--- config.mk ---
export PLATFORM = sky130hd
export DESIGN_NAME = julia_write_arbiter
export DESIGN_NICKNAME = d
export VERILOG_FILES = /design/src/rtl/julia_mem_pkg.sv /design/src/rtl/rr_arbiter.sv /design/src/rtl/julia_write_arbiter.sv
export SDC_FILE = /design/constraint.sdc
export NUM_CORES = 2
export LEC_CHECK = 0
export CAP_MARGIN = 20
export CORE_AREA = 4 4 450 452
export DETAILED_ROUTE_END_ITERATION = 16
export DIE_AREA = 0 0 454 456
export SYNTH_ARGS = -nofsm -noshare
export SYNTH_HDL_FRONTEND = slang
export SYNTH_HIERARCHICAL = 1
export SYNTH_SLANG_ARGS = --single-unit
--- constraint.sdc ---
create_clock -name clk -period 6 [get_ports clk]
set_input_delay 0.9 -clock clk [delete_from_list [all_inputs] [get_ports clk]]
set_output_delay 0.9 -clock clk [all_outputs]
set_load 0.05 [all_outputs]
--- src/rtl/julia_mem_pkg.sv ---
// Shared types and sizing helpers for the Julia pixel write path.
package julia_mem_pkg;

  localparam int DEF_ADDR_W     = 32;
  localparam int DEF_DATA_W     = 32;
  localparam int DEF_FIFO_DEPTH = 4;

  // Pointer width for a power-of-two FIFO; depth 1 would still need one bit.
  function automatic int fifo_ptr_w(input int depth);
    return (depth > 1) ? $clog2(depth) : 1;
  endfunction

  // Occupancy counter must be able to represent the full depth itself.
  function automatic int fifo_cnt_w(input int depth);
    return $clog2(depth + 1);
  endfunction

  localparam int FIFO_PTR_W = fifo_ptr_w(DEF_FIFO_DEPTH);
  localparam int FIFO_CNT_W = fifo_cnt_w(DEF_FIFO_DEPTH);

  // One buffered memory write at the default bus widths.
  typedef struct packed {
    logic [DEF_ADDR_W-1:0] addr;
    logic [DEF_DATA_W-1:0] data;
  } wr_entry_t;

endpackage

--- src/rtl/rr_arbiter.sv ---
// Combinational round-robin arbiter: picks the first request at or after ptr+1.
module rr_arbiter
  import julia_mem_pkg::*;
#(
  parameter  int N     = 16,
  localparam int IDX_W = (N > 1) ? $clog2(N) : 1
) (
  input  logic [N-1:0]     req,
  input  logic [IDX_W-1:0] ptr,
  input  logic             en,
  output logic [N-1:0]     gnt,
  output logic [IDX_W-1:0] gnt_idx,
  output logic             gnt_valid
);

  // Scan channels starting just past the last winner, wrapping modulo N.
  always_comb begin
    int idx;
    logic [IDX_W-1:0] sel;
    gnt       = '0;
    gnt_idx   = '0;
    gnt_valid = 1'b0;
    idx       = 0;
    sel       = '0;
    if (en) begin
      for (int k = 1; k <= N; k++) begin
        idx = (int'(ptr) + k) % N;
        sel = IDX_W'(idx);
        if (!gnt_valid && req[sel]) begin
          gnt_valid = 1'b1;
          gnt_idx   = sel;
          gnt[sel]  = 1'b1;
        end
      end
    end
  end

endmodule

--- src/rtl/julia_write_arbiter.sv ---
// Gathers finished pixels from the Julia engines and streams them to memory.
module julia_write_arbiter
  import julia_mem_pkg::*;
#(
  parameter int NUM_JULIA  = 16,
  parameter int ADDR_W     = 32,
  parameter int DATA_W     = 32,
  parameter int FIFO_DEPTH = 4
) (
  input  logic                             clk,
  input  logic                             rst,
  input  logic                             enable,
  input  logic [NUM_JULIA-1:0]             done,
  input  logic [ADDR_W*NUM_JULIA-1:0]      cataddresses,
  input  logic [DATA_W*NUM_JULIA-1:0]      catpixels,
  input  logic                             wait_request,
  output logic [NUM_JULIA-1:0]             free,
  output logic [ADDR_W-1:0]                write_address,
  output logic [DATA_W-1:0]                write_data,
  output logic                             write_enable,
  output logic [$clog2(FIFO_DEPTH+1)-1:0]  fifo_count,
  output logic [31:0]                      write_count,
  output logic                             busy
);

  localparam int ARB_W = (NUM_JULIA > 1) ? $clog2(NUM_JULIA) : 1;
  localparam int PTR_W = fifo_ptr_w(FIFO_DEPTH);
  localparam int CNT_W = fifo_cnt_w(FIFO_DEPTH);

  typedef struct packed {
    logic [ADDR_W-1:0] addr;
    logic [DATA_W-1:0] data;
  } entry_t;

  logic [NUM_JULIA-1:0] free_q, free_d;
  logic [ARB_W-1:0]     arb_ptr_q, arb_ptr_d;
  entry_t               mem_q [FIFO_DEPTH];
  entry_t               mem_d [FIFO_DEPTH];
  logic [PTR_W-1:0]     wr_ptr_q, wr_ptr_d;
  logic [PTR_W-1:0]     rd_ptr_q, rd_ptr_d;
  logic [CNT_W-1:0]     count_q, count_d;
  entry_t               head_q, head_d;
  logic [31:0]          write_count_q, write_count_d;

  logic [NUM_JULIA-1:0] eligible;
  logic [NUM_JULIA-1:0] gnt;
  logic [ARB_W-1:0]     gnt_idx;
  logic                 gnt_valid;
  logic                 not_full;
  logic                 push;
  logic                 pop;
  entry_t               push_entry;

  // The ack cycle is masked so an engine still showing done is not re-granted.
  assign eligible = done & ~free_q;
  assign not_full = (count_q < CNT_W'(FIFO_DEPTH));
  assign push     = gnt_valid;
  assign pop      = (count_q != '0) && !wait_request;

  assign push_entry.addr = cataddresses[gnt_idx*ADDR_W +: ADDR_W];
  assign push_entry.data = catpixels[gnt_idx*DATA_W +: DATA_W];

  rr_arbiter #(.N(NUM_JULIA)) u_arb (
    .req       (eligible),
    .ptr       (arb_ptr_q),
    .en        (enable && not_full),
    .gnt       (gnt),
    .gnt_idx   (gnt_idx),
    .gnt_valid (gnt_valid)
  );

  // Capture side: one-cycle ack pulse and round-robin pointer advance.
  always_comb begin
    free_d    = gnt;
    arb_ptr_d = push ? gnt_idx : arb_ptr_q;
  end

  // FIFO storage, pointers, occupancy and accepted-write counter.
  always_comb begin
    mem_d = mem_q;
    if (push) begin
      mem_d[wr_ptr_q] = push_entry;
    end
    wr_ptr_d      = wr_ptr_q + PTR_W'(push);
    rd_ptr_d      = rd_ptr_q + PTR_W'(pop);
    count_d       = count_q + CNT_W'(push) - CNT_W'(pop);
    write_count_d = write_count_q + 32'(pop);
  end

  // Registered head: next entry is ready the cycle after an accept, and a
  // push into an empty (or emptying) FIFO lands directly in the head.
  always_comb begin
    head_d = head_q;
    if (pop && (count_q > CNT_W'(1))) begin
      head_d = mem_q[rd_ptr_q + PTR_W'(1)];
    end else if (push && ((count_q == '0) || (pop && (count_q == CNT_W'(1))))) begin
      head_d = push_entry;
    end
  end

  // State register; reset discards the FIFO and restarts the search at channel 0.
  always_ff @(posedge clk) begin
    if (rst) begin
      free_q        <= '0;
      arb_ptr_q     <= ARB_W'(NUM_JULIA - 1);
      mem_q         <= '{default: '0};
      wr_ptr_q      <= '0;
      rd_ptr_q      <= '0;
      count_q       <= '0;
      head_q        <= '0;
      write_count_q <= '0;
    end else begin
      free_q        <= free_d;
      arb_ptr_q     <= arb_ptr_d;
      mem_q         <= mem_d;
      wr_ptr_q      <= wr_ptr_d;
      rd_ptr_q      <= rd_ptr_d;
      count_q       <= count_d;
      head_q        <= head_d;
      write_count_q <= write_count_d;
    end
  end

  assign free          = free_q;
  assign write_address = head_q.addr;
  assign write_data    = head_q.data;
  assign write_enable  = (count_q != '0);
  assign fifo_count    = count_q;
  assign write_count   = write_count_q;
  assign busy          = (count_q != '0) || (free_q != '0);

endmodule

# Word level (Yosys, flattened, before mapping)
# Cells that the tools add are included.
[word_totals] output_inout_bits=117 inputBits=1044 elab_cells=310 ff_bits=379
[op_classes] reduce_logical=60 eq_ne=1 bitwise_logic=20 n_lt_le_gt_ge=37 add_sub_neg=22 n_shift=2 muxes=152
[op_table] operator="variable part select 512 x 10 -> 32 bit" n=2
[op_table] operator="two-way mux 16 bit" n=31
[op_table] operator="two-way mux 64 bit" n=5
[op_table] operator="bitwise mux 256 bit" n=1
[op_table] operator="OR 16 bit" n=15
[op_table] operator="binary-select mux 64 bit (select 2 bit)" n=1
[op_table] operator="demux 64 bit (select 2 bit)" n=1
[op_table] operator="< comparator 4 x 5 -> 1 bit, second input constant" n=16
[op_table] operator="two-way mux 4 bit" n=17
[op_table] operator="binary-select mux 1 bit (select 4 bit)" n=16
[op_table] operator="demux 1 bit (select 4 bit)" n=16
[op_table] operator=">= comparator 4 x 1 -> 1 bit, second input constant" n=16
[op_table] operator="two-way mux 1 bit" n=64
[op_table] operator="logical AND 1 bit" n=37
[op_table] operator="adder 32 x 1 -> 32 bit" n=1
[op_table] operator="adder 4 bit, second input constant" n=8
[op_table] operator="adder 4 x 3 -> 4 bit, second input constant" n=4
[op_table] operator="bitwise AND 16 bit" n=1
[op_table] operator="logical NOT 1 bit" n=16
[op_table] operator="inverter 16 bit" n=1
[op_table] operator="nonzero test 16 bit" n=1
[op_table] operator="adder 4 x 1 -> 4 bit, second input constant" n=2
[op_table] operator="adder 4 x 2 -> 4 bit, second input constant" n=2
[op_table] operator=">= comparator 3 bit, second input constant" n=2
[op_table] operator="15 further kinds" n=18

# Longest topological paths before layout
[depth] ltp_word=69 ltp_mapped=24

# Cells and area by module
# Netlist, hierarchy kept.
[modules_own_cells] mod="julia_write_arbiter" n_inst=1 area_per_inst_um2=23019.6 cells_per_inst=1984
[modules_own_cells] mod="rr_arbiter" n_inst=1 area_per_inst_um2=4245.3 cells_per_inst=596

# Least setup slack after synthesis
# No wires, ideal clock.
[synth_timing] kind="register to register" start="register arb_ptr_q[1]" end="register head_q (netlist bit write_address[31])" period_less_slack_ns=6.518 slack_ns=-0.518 stages_incl_launch_ff=24 arrival_time_ns=6.399 setup_time_ns=0.119 t_required_ns=5.881 n_path_buf=8 cell_sequence="dfxtp_1 buf_4 buf_1 inv_1 ha_1 clkbuf_1 mux4_1 mux2_4 a211oi_4 nand4_4 or4_1 buf_2 or2_2 buf_2 nand2_1 o31ai_1 a31oi_1 clkbuf_1 clkbuf_1 buf_2 mux4_2 mux2i_1 o22a_1 o21ai_1"
[synth_via] elab_chain_cells=68 word_cells_on_any_way=132 classes_between="16 x add/sub; 1 x shift; 83 x mux; 32 x reduce/logical"
[synth_rtl] item="start: declaration" line_no="julia_write_arbiter.sv:36" text="logic [ARB_W-1:0] arb_ptr_q, arb_ptr_d;"
[synth_rtl] item="start signal: assignment" line_no="julia_write_arbiter.sv:105" text="arb_ptr_q <= ARB_W'(NUM_JULIA - 1);"
[synth_rtl] item="start signal: assignment" line_no="julia_write_arbiter.sv:114" text="arb_ptr_q <= arb_ptr_d;"
[synth_rtl] item="adder 4 x 1 -> 4 bit" line_no="rr_arbiter.sv:27" text="idx = (int'(ptr) + k) % N;"
[synth_rtl] item="binary-select mux 1 bit (select 4 bit)" line_no="rr_arbiter.sv:29" text="if (!gnt_valid && req[sel]) begin"
[synth_rtl] item="two-way mux 1 bit (implied by the code)" line_no="rr_arbiter.sv:29"
[synth_rtl] item="two-way mux 1 bit" line_no="rr_arbiter.sv:29"
[synth_rtl] item="two-way mux 1 bit" line_no="rr_arbiter.sv:25" text="if (en) begin"
[synth_rtl] item="logical NOT 1 bit" line_no="rr_arbiter.sv:29"
[synth_rtl] item="logical AND 1 bit" line_no="rr_arbiter.sv:29"
[synth_rtl] item="two-way mux 1 bit" line_no="rr_arbiter.sv:29"
[synth_rtl] item="[... 53 more ...]"
[synth_rtl] item="logical NOT 1 bit" line_no="rr_arbiter.sv:29"
[synth_rtl] item="logical AND 1 bit" line_no="rr_arbiter.sv:29"
[synth_rtl] item="two-way mux 4 bit (*)" line_no="rr_arbiter.sv:29"
[synth_rtl] item="two-way mux 4 bit (*)" line_no="rr_arbiter.sv:25"
[synth_rtl] item="via gnt_idx[0]" line_no="julia_write_arbiter.sv:47" text="logic [ARB_W-1:0] gnt_idx;"
[synth_rtl] item="variable part select 512 x 10 -> 32 bit (*)" line_no="julia_write_arbiter.sv:60" text="assign push_entry.addr = cataddresses[gnt_idx*ADDR_W +: ADDR_W];"
[synth_rtl] item="two-way mux 64 bit (*)" line_no="julia_write_arbiter.sv:96" text="end else if (push && ((count_q == '0) || (pop && (count_q == CNT_W'(1))))) begin"
[synth_rtl] item="two-way mux 64 bit (*)" line_no="julia_write_arbiter.sv:94" text="if (pop && (count_q > CNT_W'(1))) begin"
[synth_rtl] item="end signal: assignment" line_no="julia_write_arbiter.sv:110" text="head_q <= '0;"
[synth_rtl] item="end signal: assignment" line_no="julia_write_arbiter.sv:119" text="head_q <= head_d;"
[synth_rtl] item="end: declaration" line_no="julia_write_arbiter.sv:42" text="entry_t head_q, head_d;"
# The timed path passes the listed nets; every way through them passes the cells marked *. The select of a mux whose other input is x is not followed.
# A chain may end at the register's enable or synchronous reset.

# Final worst setup path
[layout_timing] start="input done[10]" end="register head_q (netlist bit write_data[7])"
[layout_via] elab_chain_cells=68 word_cells_on_any_way=117 classes_between="1 x shift; 83 x mux; 1 x bitwise; 32 x reduce/logical"
[layout_rtl] item="start: declaration" line_no="julia_write_arbiter.sv:13" text="input logic [NUM_JULIA-1:0] done,"
[layout_rtl] item="bitwise AND 16 bit (*)" line_no="julia_write_arbiter.sv:55" text="assign eligible = done & ~free_q;"
[layout_rtl] item="via eligible[10]" line_no="julia_write_arbiter.sv:45" text="logic [NUM_JULIA-1:0] eligible;"
[layout_rtl] item="binary-select mux 1 bit (select 4 bit)" line_no="rr_arbiter.sv:29"
[layout_rtl] item="two-way mux 1 bit (implied by the code)" line_no="rr_arbiter.sv:29"
[layout_rtl] item="two-way mux 1 bit" line_no="rr_arbiter.sv:29"
[layout_rtl] item="two-way mux 1 bit" line_no="rr_arbiter.sv:25"
[layout_rtl] item="logical NOT 1 bit" line_no="rr_arbiter.sv:29"
[layout_rtl] item="logical AND 1 bit" line_no="rr_arbiter.sv:29"
[layout_rtl] item="[... 54 more ...]"
[layout_rtl] item="logical NOT 1 bit" line_no="rr_arbiter.sv:29"
[layout_rtl] item="logical AND 1 bit" line_no="rr_arbiter.sv:29"
[layout_rtl] item="two-way mux 4 bit (*)" line_no="rr_arbiter.sv:29"
[layout_rtl] item="two-way mux 4 bit (*)" line_no="rr_arbiter.sv:25"
[layout_rtl] item="via gnt_idx[0]" line_no="julia_write_arbiter.sv:47"
[layout_rtl] item="variable part select 512 x 10 -> 32 bit (*)" line_no="julia_write_arbiter.sv:61" text="assign push_entry.data = catpixels[gnt_idx*DATA_W +: DATA_W];"
[layout_rtl] item="two-way mux 64 bit (*)" line_no="julia_write_arbiter.sv:96"
[layout_rtl] item="two-way mux 64 bit (*)" line_no="julia_write_arbiter.sv:94"
# Marks and branches as above.

==> flow_metrics.py <==
metrics = {
    "status": {
        "status": "finished clean",
    },
    "logic_synthesis": {
        "ys.flop_type": "dfxtp_1",
        "async_flop_share_pct": 0,
        "synth_edf_count": 0,
        "syn_area_um2": 27300,
        "yosysWarnings": 6,
        "avgSynthCellArea_um2": 10.6,
        "yosysSeqAreaShare_pct": 27.8,
        "synth-seq-cells": 379,
        "syn-num-nets": 3648,
        "ys_types": 90,
        "synth_cells": 2580,
    },
    "final_layout": {
        "fillers": 21158,
        "drive_gt1_share_pct": 22.9,
        "layout_common_cells": "clkdlybuf4s50_1, dfxtp_1, buf_4, mux4_2, nand2_1",
        "nNetsFinal": 5017,
        "layoutNonFillerInstCount": 6703,
        "area_delta_synth_final_pct": 72.6,
        "mostFrequentLayoutCell": "clkdlybuf4s50_1",
    },
    "pwr": {
        "power.density_nw_per_um2": 501,
        "peakVddDrop_v": 0.000245,
        "power.total_mw": 23.6,
        "leakage_nw": 15.8,
    },
    "grt": {
        "antenna_found_initial": 147,
        "grt-ovfl-total": 0,
        "grt_pass1_wl_um": 295000,
        "grt_pass1_vias": 31992,
        "track_usage_pct": 20.7,
        "grt_max_degree": 60,
    },
    "placement": {
        "numPortBuffers": 1160,
        "dp.cells": 6554,
        "gp_congestion": 1.02,
        "dp_hpwl_um": 185000,
    },
    "timing": {
        "finalMaxSlewViolations": 0,
        "post-route-period-util_pct": 98.6,
        "worst_slew_pin_slew_ps": 1200,
        "rsz0062_at_grt": "yes",
        "relSlewSlack_pct": 19.9,
        "hold_viol": 0,
        "period_needed_ps": 5910,
        "setup_viol": 0,
        "skew_ps": 28.7,
        "max_freq_mhz": 169,
    },
    "routing": {
        "dr.pass1.iters": 6,
        "wl_um": 224000,
        "wl_per_cell_um": 33.4,
        "via_per_inst": 4.83,
        "drc": 0,
        "via_count": 32395,
        "drtAntennaViolNets": 0,
        "dr.first_iter.drc_count": 3674,
    },
    "floorplanning": {
        "die_h_um": 456,
        "io_pins": 1161,
        "start_util_pct": 13.7,
        "dieArea_um2": 207000,
        "core-area_um2": 199000,
        "die_width_um": 454,
        "placement_rows": 164,
    },
    "clock_tree": {
        "htreeDepth": 2,
        "cts_tree": "yes",
        "numCtsBuffers": 49,
        "cts-root-buf": "clkbuf_16",
        "clockBufferDepth": 3,
        "holdBufCountCts": 0,
        "clock_latency_ps": 640,
        "post_cts_buffers": 0,
        "cts.clk_slew.worst_paths_ps": 60,
        "cts_sinks": 379,
    },
    "flow_run": {
        "maxCapViolations": 0,
    },
    "worst_setup_path": {
        "reg2regPathDepth": 21,
        "cp_max_fo": 25,
        "critPathLaunchType": "input port",
        "endpoint_kind": "flop",
        "worst-endpoint-required_ps": 6480,
        "cp.arrival_ps": 6390,
        "crit_type": "input port to flop",
    },
    "hold_path": {
        "hold_path.class": "flop to flop",
        "whs_path_depth": 2,
    },
}
synth_stat cells, types with 8 or more instances:
library cell | count | share of area [%]
o21ai_0 | 21 | 0.39
inv_1 | 30 | 0.41
a21oi_1 | 35 | 0.64
mux2i_1 | 141 | 5.2
or3_1 | 10 | 0.23
mux4_2 | 346 | 29
a31oi_1 | 21 | 0.48
a22oi_1 | 78 | 2.1
buf_2 | 45 | 0.83
a211oi_1 | 10 | 0.28
nand4_1 | 21 | 0.48
xnor2_1 | 17 | 0.55
o22ai_1 | 16 | 0.37
clkbuf_1 | 195 | 2.7
o21ai_1 | 66 | 1.2
nor2b_1 | 46 | 1.1
and3_1 | 12 | 0.28
or4_1 | 9 | 0.25
ha_1 | 23 | 1.1
o22a_1 | 65 | 2.1
mux2_2 | 9 | 0.37
and2_1 | 14 | 0.32
buf_1 | 16 | 0.22
nor4_1 | 20 | 0.46
o221ai_1 | 266 | 8.5
o31ai_1 | 11 | 0.30
nor3_1 | 27 | 0.50
nand3_1 | 54 | 0.99
a221oi_1 | 8 | 0.26
nand2_1 | 347 | 4.8
xor2_1 | 12 | 0.39
nor2_1 | 73 | 1.0
dfxtp_1 | 379 | 28
and4_1 | 8 | 0.26
registers in the layout, indices dropped and copies added (netlist names), 3 cells and up:
| name | flops |
|---|---|
| mem_q | 256 |
| write_address | 32 |
| write_count | 32 |
| write_data | 32 |
| free | 16 |
| arb_ptr_q | 4 |
| fifo_count | 3 |
kinds of logic (layout without fill, tap and decap cells):
family          Yosys count  in the layout  synth area share (%)
mux                     506            506                  34.7
fa+ha+maj                24             24                  1.13
simple gates            668            668                  11.5
buf+inv                 295           1705                  4.39
compound gates          678            678                  19.5
other cells               0             57                     0
flops                   379            379                  27.8
xor+xnor                 30             30                 0.991
critical path, cell delays in order:
cell and delay [ps]:
clkdlybuf4s50_1 500, nor2b_1 230, mux4_2 490, mux4_2 530, a2111oi_4 300, nand4_1 200
or4_1 480, or2_2 330, nand2_1 90, o31ai_1 90, buf_4 170, a31oi_4 200
buf_12 230, buf_4 370, mux4_2 560, mux2i_1 250, buf_4 200, o22a_1 130
o21ai_1 70
repair_timing:
action                                  CTS  global route
pin swaps                                 0             0
gates resized for setup                   2            10
endpoints found under the setup margin    5            78
metal layers:
metal	vias up	track usage (%)	part of all wire (%)
met5	-	0	0.044
met4	14	9.20	5.4
met3	477	3.80	8.0
met2	2184	34.2	48
met1	16342	26.0	39
li1	13378	-	-
per-stage QoR:
stage	instance area [um2]	hold slack (ps)	utilization, %	setup slack [ps]	TNS, ps
after floorplan	27300	427	-	19.1	0
after global placement	45100	436	22.7	-691	-120080
after detailed placement	45100	441	22.7	-613	-110910
after CTS	46900	460	23.6	92.6	0
after global routing	47000	477	23.6	-34.5	-232
final	47100	457	23.7	85.4	0
layout make-up:
type | instances | area (um2) | area share (%)
Antenna cell | 57 | 143 | 0.303
Clock buffer | 64 | 1390 | 2.94
Clock inverter | 28 | 338 | 0.718
Inverter | 32 | 120 | 0.255
Multi-Input combinational cell | 1906 | 18700 | 39.8
Sequential cell | 379 | 7600 | 16.1
Tap cell | 2656 | 3320 | 7.06
Timing Repair Buffer | 1581 | 15400 | 32.8
power by group:
group          leakage, nW  total, mW  switching (mW)  internal [mW]
logic                 11.9       17.1            9.21           7.93
clock network        0.835       3.20            1.34           1.86
registers             3.08       3.23           0.325           2.91
total                 15.8       23.6            10.9           12.7
final timing paths:
kind,slack (ps),from,to
hold reg to reg,460,mem_q[27]$_SDFFE_PP0P_,mem_q[27]$_SDFFE_PP0P_
hold / removal,460,mem_q[27]$_SDFFE_PP0P_,mem_q[27]$_SDFFE_PP0P_
setup / recovery,90,done[10],write_data[7]$_SDFFE_PP0P_
setup reg to reg,180,arb_ptr_q[1]$_SDFFE_PP1P_,write_data[8]$_SDFFE_PP0P_
Power figures use the tool's default switching activity.
